File: src/rtl/tcdm_rr_mux_pkg.sv
// Shared types for the round-robin TCDM multiplexer.
// Default request/response structs mirror the TCDM typedef macros.
package tcdm_rr_mux_pkg;

  localparam int unsigned IdxMaxW = 8;

  typedef struct packed {
    logic               valid;
    logic [IdxMaxW-1:0] idx;
  } pipe_entry_t;

  typedef struct packed {
    logic [31:0] addr;
    logic        write;
    logic [3:0]  amo;
    logic [31:0] data;
    logic [3:0]  strb;
    logic [1:0]  user;
  } dflt_q_t;

  typedef struct packed {
    dflt_q_t q;
    logic    q_valid;
  } dflt_req_t;

  typedef struct packed {
    logic [31:0] data;
  } dflt_p_t;

  typedef struct packed {
    dflt_p_t p;
    logic    p_valid;
    logic    q_ready;
  } dflt_rsp_t;

endpackage

File: src/rtl/tcdm_rr_arb_pick.sv
// Round-robin first-one finder: first valid port at or after rr_i.
// Falls back to rr_i when nothing is valid.
module tcdm_rr_arb_pick #(
  parameter int unsigned NrPorts = 2,
  localparam int unsigned IdxW = (NrPorts > 1) ? $clog2(NrPorts) : 1
) (
  input  logic [NrPorts-1:0] valid_i,
  input  logic [IdxW-1:0]    rr_i,
  output logic [IdxW-1:0]    grant_o,
  output logic               any_o
);

  localparam int Np = NrPorts;

  logic [IdxW-1:0] j;

  // Scan downwards so the closest port to rr_i wins last.
  always_comb begin
    grant_o = rr_i;
    any_o   = 1'b0;
    j       = '0;
    for (int off = Np - 1; off >= 0; off--) begin
      j = IdxW'((int'(rr_i) + off) % Np);
      if (valid_i[j]) begin
        grant_o = j;
        any_o   = 1'b1;
      end
    end
  end

endmodule

File: src/rtl/tcdm_rr_mux.sv
// Round-robin mux sharing one TCDM port among NrPorts masters,
// with fixed-latency response routing back to the accepted master.
module tcdm_rr_mux
  import tcdm_rr_mux_pkg::*;
#(
  parameter int unsigned NrPorts     = 2,
  parameter type         tcdm_req_t  = dflt_req_t,
  parameter type         tcdm_rsp_t  = dflt_rsp_t,
  parameter int unsigned RespLatency = 1
) (
  input  logic      clk_i,
  input  logic      rst_ni,
  input  tcdm_req_t in_req_i [NrPorts],
  output tcdm_rsp_t in_rsp_o [NrPorts],
  output tcdm_req_t out_req_o,
  input  tcdm_rsp_t out_rsp_i
);

  localparam int unsigned IdxW = (NrPorts > 1) ? $clog2(NrPorts) : 1;
  localparam int Np  = NrPorts;
  localparam int Lat = RespLatency;

  typedef logic [IdxW-1:0] idx_t;

  logic [NrPorts-1:0] valid;
  idx_t        rr_q;
  idx_t        lock_idx_q;
  idx_t        pick;
  idx_t        grant;
  idx_t        rr_next;
  logic        lock_q;
  logic        any;
  logic        hs;
  pipe_entry_t pipe_q [Lat];
  pipe_entry_t tail;

  always_comb begin
    valid = '0;
    for (int i = 0; i < Np; i++) begin
      valid[i] = in_req_i[i].q_valid;
    end
  end

  tcdm_rr_arb_pick #(
    .NrPorts (NrPorts)
  ) i_pick (
    .valid_i (valid),
    .rr_i    (rr_q),
    .grant_o (pick),
    .any_o   (any)
  );

  assign grant   = lock_q ? lock_idx_q : pick;
  assign hs      = any & out_rsp_i.q_ready;
  assign rr_next = idx_t'((int'(grant) + 1) % Np);
  assign tail    = pipe_q[Lat-1];

  always_comb begin
    out_req_o         = in_req_i[grant];
    out_req_o.q_valid = any;
  end

  always_comb begin
    for (int i = 0; i < Np; i++) begin
      in_rsp_o[i]         = '0;
      in_rsp_o[i].p       = out_rsp_i.p;
      in_rsp_o[i].q_ready = out_rsp_i.q_ready
                          & valid[i]
                          & (grant == idx_t'(i));
      in_rsp_o[i].p_valid = out_rsp_i.p_valid
                          & tail.valid
                          & (tail.idx == IdxMaxW'(i));
    end
  end

  // A stalled grant is locked so the downstream request stays stable.
  always_ff @(posedge clk_i or negedge rst_ni) begin
    if (!rst_ni) begin
      rr_q       <= '0;
      lock_q     <= 1'b0;
      lock_idx_q <= '0;
    end else if (hs) begin
      rr_q   <= rr_next;
      lock_q <= 1'b0;
    end else if (lock_q && !valid[lock_idx_q]) begin
      lock_q <= 1'b0;
    end else if (any) begin
      lock_q     <= 1'b1;
      lock_idx_q <= grant;
    end
  end

  always_ff @(posedge clk_i or negedge rst_ni) begin
    if (!rst_ni) begin
      for (int k = 0; k < Lat; k++) begin
        pipe_q[k] <= '0;
      end
    end else begin
      pipe_q[0].valid <= hs;
      pipe_q[0].idx   <= IdxMaxW'(grant);
      for (int k = 1; k < Lat; k++) begin
        pipe_q[k] <= pipe_q[k-1];
      end
    end
  end

`ifndef SYNTHESIS
  a_rsp_expected : assert property (
    @(posedge clk_i) disable iff (!rst_ni)
    out_rsp_i.p_valid |-> tail.valid
  ) else $error("tcdm_rr_mux: unexpected downstream response");

  a_rsp_on_time : assert property (
    @(posedge clk_i) disable iff (!rst_ni)
    tail.valid |-> out_rsp_i.p_valid
  ) else $error("tcdm_rr_mux: downstream response missing");

  a_lock_held : assert property (
    @(posedge clk_i) disable iff (!rst_ni)
    lock_q |-> valid[lock_idx_q]
  ) else $error("tcdm_rr_mux: locked requester dropped q_valid");
`endif

endmodule

File: config.mk
export PLATFORM = sky130hd
export DESIGN_NAME = tcdm_rr_mux
export DESIGN_NICKNAME = d
export VERILOG_FILES = /design/src/rtl/tcdm_rr_mux_pkg.sv /design/src/rtl/tcdm_rr_arb_pick.sv /design/src/rtl/tcdm_rr_mux.sv
export SDC_FILE = /design/constraint.sdc
export NUM_CORES = 1
export LEC_CHECK = 0
export ABC_AREA = 1
export CAP_MARGIN = 20
export CORE_AREA = 2 2 129 131
export CTS_CLUSTER_DIAMETER = 120
export DETAILED_ROUTE_END_ITERATION = 8
export DIE_AREA = 0 0 131 133
export PLACE_DENSITY_LB_ADDON = 0.3
export SYNTH_ARGS = -nofsm -noshare
export SYNTH_HDL_FRONTEND = slang
export SYNTH_HIERARCHICAL = 1
export SYNTH_SLANG_ARGS = --single-unit
File: constraint.sdc
create_clock -name clk_i -period 3.1 [get_ports clk_i]
set_input_delay 0.465 -clock clk_i [delete_from_list [all_inputs] [get_ports clk_i]]
set_output_delay 0.465 -clock clk_i [all_outputs]
set_load 0.1 [all_outputs]
Yosys cells after proc, flatten, opt, wreduce, memory -nomap -nowiden
Cells that the tools add are included.
- bits of input ports: 188
- bits in registers: 5
- output and inout bits: 144
- reductions and logical operators: 5
- bitwise logic cells: 12
- mux-type cells: 17
- order comparisons: 4
- add/sub/neg operators: 2
- operator list (operator ; count):
    76-bit 2-to-1 mux ; 3
    1-bit 2-to-1 mux ; 14
    1-bit bitwise AND ; 8
    8-bit logical NOT ; 1
    1-bit by 2-bit < comparator with 1-bit output (second input constant) ; 3
    1-bit NOT ; 3
    3-bit AND reduction ; 1
    3-bit nonzero test ; 1
    1-bit adder (second input constant) ; 2
    2-bit greater-or-equal comparator (second input constant) ; 1
    1-bit NOT with 2-bit output ; 1
    1-bit logical AND ; 1
    1-bit logical NOT ; 1

Logic depth before layout (Yosys ltp)
- word-level depth: 10
- gate-level depth with buffers: 9
- mapped depth without buffers: 7

Cells and area by module
The synthesis kept the hierarchy.
- modules (own cells, without submodules) (module ; times used ; cells an instance ; area each (sq um)):
    tcdm_rr_mux ; 1 ; 339 ; 1685.4
    tcdm_rr_arb_pick ; 1 ; 4 ; 18.8

Worst setup path after synthesis
Ideal clock, no wire load.
- path type: input to output
- from: input port in_req_i[0] in the netlist's numbering
- to: output port in_rsp_o[0] in the netlist's numbering
- buffers on the path: 1
- arrival time: 2259 ps
- stages on the path: 7
- slack: 376 ps
- path through: nand2_1 > a21oi_1 > nand2_1 > nand2_2 > inv_2 > buf_2 > nor2_1
- RTL lines (item ; line ; RTL):
    from (decl) ; tcdm_rr_mux.sv:13 ; input tcdm_req_t in_req_i [NrPorts],
    to (decl) ; tcdm_rr_mux.sv:14 ; output tcdm_rsp_t in_rsp_o [NrPorts],

==> results.sh <==
export IMPL_setup_violations=0
export IMPL_dpl_cell_area_sq_mm=0.00453
export IMPL_r2r_start="rr_q"
export IMPL_numCtsBuffers=3
export IMPL_tightest_slew_ps=343
export IMPL_dieArea_sq_mm=0.0174
export IMPL_fin_skew_ps=3.75
export IMPL_nets=692
export IMPL_die_h_microns=133
export IMPL_cp_common_cell="nand2_1"
export IMPL_hold_viol=0
export IMPL_r2r_cells=7
export IMPL_syn_area_per_cell_sq_um=4.97
export IMPL_max_stage_delay_ps=540
export IMPL_ctsResizeCount=0
export IMPL_fmax_mhz=383
export IMPL_fin_hold_ws_ps=472
export IMPL_post_place_ws_ps=479
export IMPL_synth_cell_types=16
export IMPL_grt_antenna_before_repair=0
export IMPL_area_growth_pct=171
export IMPL_path_buf_inv=3
export IMPL_cts_setup_buffers=0
export IMPL_yosys_area_share_simple=0.555
export IMPL_cts_buffer_depth=2
export IMPL_route_antenna_remaining_nets=0
export IMPL_globalRouteOverflowTotal=0
export IMPL_vias=2488
export IMPL_max_cap_violations=0
export IMPL_worstPathRequired_ps=2630
export IMPL_final_setup_tns_ps=0
export IMPL_dp_hpwl_mm=7.06
export IMPL_finalMaxSlewViolations=0
export IMPL_status="finished, final reports clean"
export IMPL_numClockSinks=5
export IMPL_synth_mux_area_frac=0
export IMPL_drcViolationCount=0
export IMPL_final_util=0.285
export IMPL_io_buffers=235
export IMPL_syn_instance_count=343
export IMPL_via_per_inst=3.44
export IMPL_cts_htree_levels=1
export IMPL_critPathKind="in2out"
export IMPL_fp_dieW_microns=131
export IMPL_tritoncts="done"
export IMPL_final_common_cell="nand2_1"
export IMPL_slew_limit_headroom=0.772
export IMPL_post_route_min_period_ps=2610
export IMPL_yosys_warnings=6
export IMPL_multi_input_area_sq_um=956
export IMPL_grt_max_degree=80
export IMPL_regArea_sq_um=125
export IMPL_track_usage=0.0849
export IMPL_crit_cells=9
export IMPL_synth_fa_ha_area_frac=0
export IMPL_rsz0062_at_grt="false"
export IMPL_power_leakage_nw=2.19
export IMPL_worstPathCellList="clkdlybuf4s50_1 > nand2_1 > a21oi_1 > nand2_1 > nand2_2 > buf_12 > nand2_1 > nand2_1 > buf_12"
export IMPL_critPathLaunch="in_req_i[0]"
export IMPL_layout_common_cells="nand2_1, clkdlybuf4s50_1, buf_12"
export IMPL_ir_drop_v=0.000584
export IMPL_num_rows=47
export IMPL_holdCritPathClass="in2async"
export IMPL_synth_top_family_by_area="simple AND/OR/NAND/NOR gates"
export IMPL_postCtsHoldBufs=0
export IMPL_synth_compound_area_share=0.00587
export IMPL_grt_first_pass_wirelength_mm=11.9
export IMPL_initial_core_util=0.105
export IMPL_synth_xor_xnor_area_share=0
export IMPL_drive_gt1_frac=0.173
export IMPL_crit_fanout=79
export IMPL_gp_congestion=0.725
export IMPL_io_pins=332
export IMPL_crit_path_start_kind="input pin"
export IMPL_firstDrtPassIters=4
export IMPL_fin_crit_sh=0.843
export IMPL_synth_seq_cells=5
export IMPL_fin_area_sq_mm=0.00461
export IMPL_wirelength_mm=8.35
export IMPL_power_density_mw_per_mm2=1320
export IMPL_grt_pass1_vias=2493
export IMPL_synth_cell_area_sq_mm=0.00170
export IMPL_cp_slowest_cell="clkdlybuf4s50_1"
export IMPL_worst_slack_ps=487
export IMPL_critPathTopFamily="buffers and inverters"
export IMPL_drt_iter0_markers=27
export IMPL_cts_clk_slew_worst_paths_ps=40
export IMPL_yosysSeqAreaShare=0.0734
export IMPL_core_area_sq_mm=0.0162
export IMPL_avgRoutedWirePerCell_microns=11.5
export IMPL_cp_end_kind="primary output"
export IMPL_fillCellCount=1728
export IMPL_diodes=0
export IMPL_syn_num_nets=531
export IMPL_arrival_ps=2150
export IMPL_insertion_delay_ps=230
export IMPL_root_buffer="clkbuf_16"
-- Yosys cell counts --
cell        n  area, sq um
nand2_1   238          893
buf_6       5         56.3
o21ai_0     1         5.00
dfrtp_1     5          125
or2_1       1         6.26
buf_4      67          503
nor2_1      5         18.8
a21oi_1     1         5.00
clkbuf_1    2         7.51
nand2_2     1         6.26
buf_1       1         3.75
nand3_1     3         15.0
inv_2       1         3.75
inv_1       5         18.8
buf_2       6         30.0
nand4_1     1         6.26
-- where the power goes --
group	switching (mW)	internal (mW)	total [mW]
sequential	0.0189	0.0875	0.106
combinational	3.88	1.87	5.75
clock	0.0404	0.170	0.211
total	3.94	2.13	6.07
-- worst register-to-register path, stage by stage, from the launching register on --
cell,delay (ps)
dfrtp_1,370
nand2_1,60
a21oi_1,130
nand2_1,80
nand2_2,90
buf_12,290
nand4_1,150
nand2_1,80
-- routing by layer --
layer	up-vias	track usage	routed length [microns]
met4	0	0.0290	274
met3	29	0.0332	1200
met1	1007	0.0790	2660
met2	183	0.164	4210
met5	-	0	0
li1	1269	-	-
-- per-stage QoR --
stage	std cells	power, mW
floorplan	343	4.12
global placement	719	5.88
detailed placement	719	5.90
CTS	723	6.13
global route	723	6.28
finish	723	6.07
-- registers in the layout (all words and copies together) (netlist names) --
signal	cells
lock_idx_q	1
lock_q	1
pipe_q	2
rr_q	1
-- kinds of logic (layout without fill, tap and decap cells) --
kind of cell           after synthesis  count (layout)
AO/OA/AOI/OAI                        2               2
flip-flops                           5               5
AND/OR/NAND/NOR                    249             249
buffers and inverters               87             247
-- final timing paths --
path,end,slack (ps)
setup / recovery,out_req_o[32],490
min in group clk_i,rr_q,530
setup reg to reg,lock_idx_q,1790
max in group asynchronous,pipe_q[0],2420
hold reg to reg,rr_q,530
hold / removal,lock_q,470
-- cell type report --
class | instances | area share
clock buffer | 4 | 0.0171
tap | 220 | 0.0597
multi-input combinational | 251 | 0.207
timing repair buffer | 237 | 0.684
inverter | 6 | 0.00488
sequential | 5 | 0.0271
No activity file was read; power rests on OpenSTA's default activity.
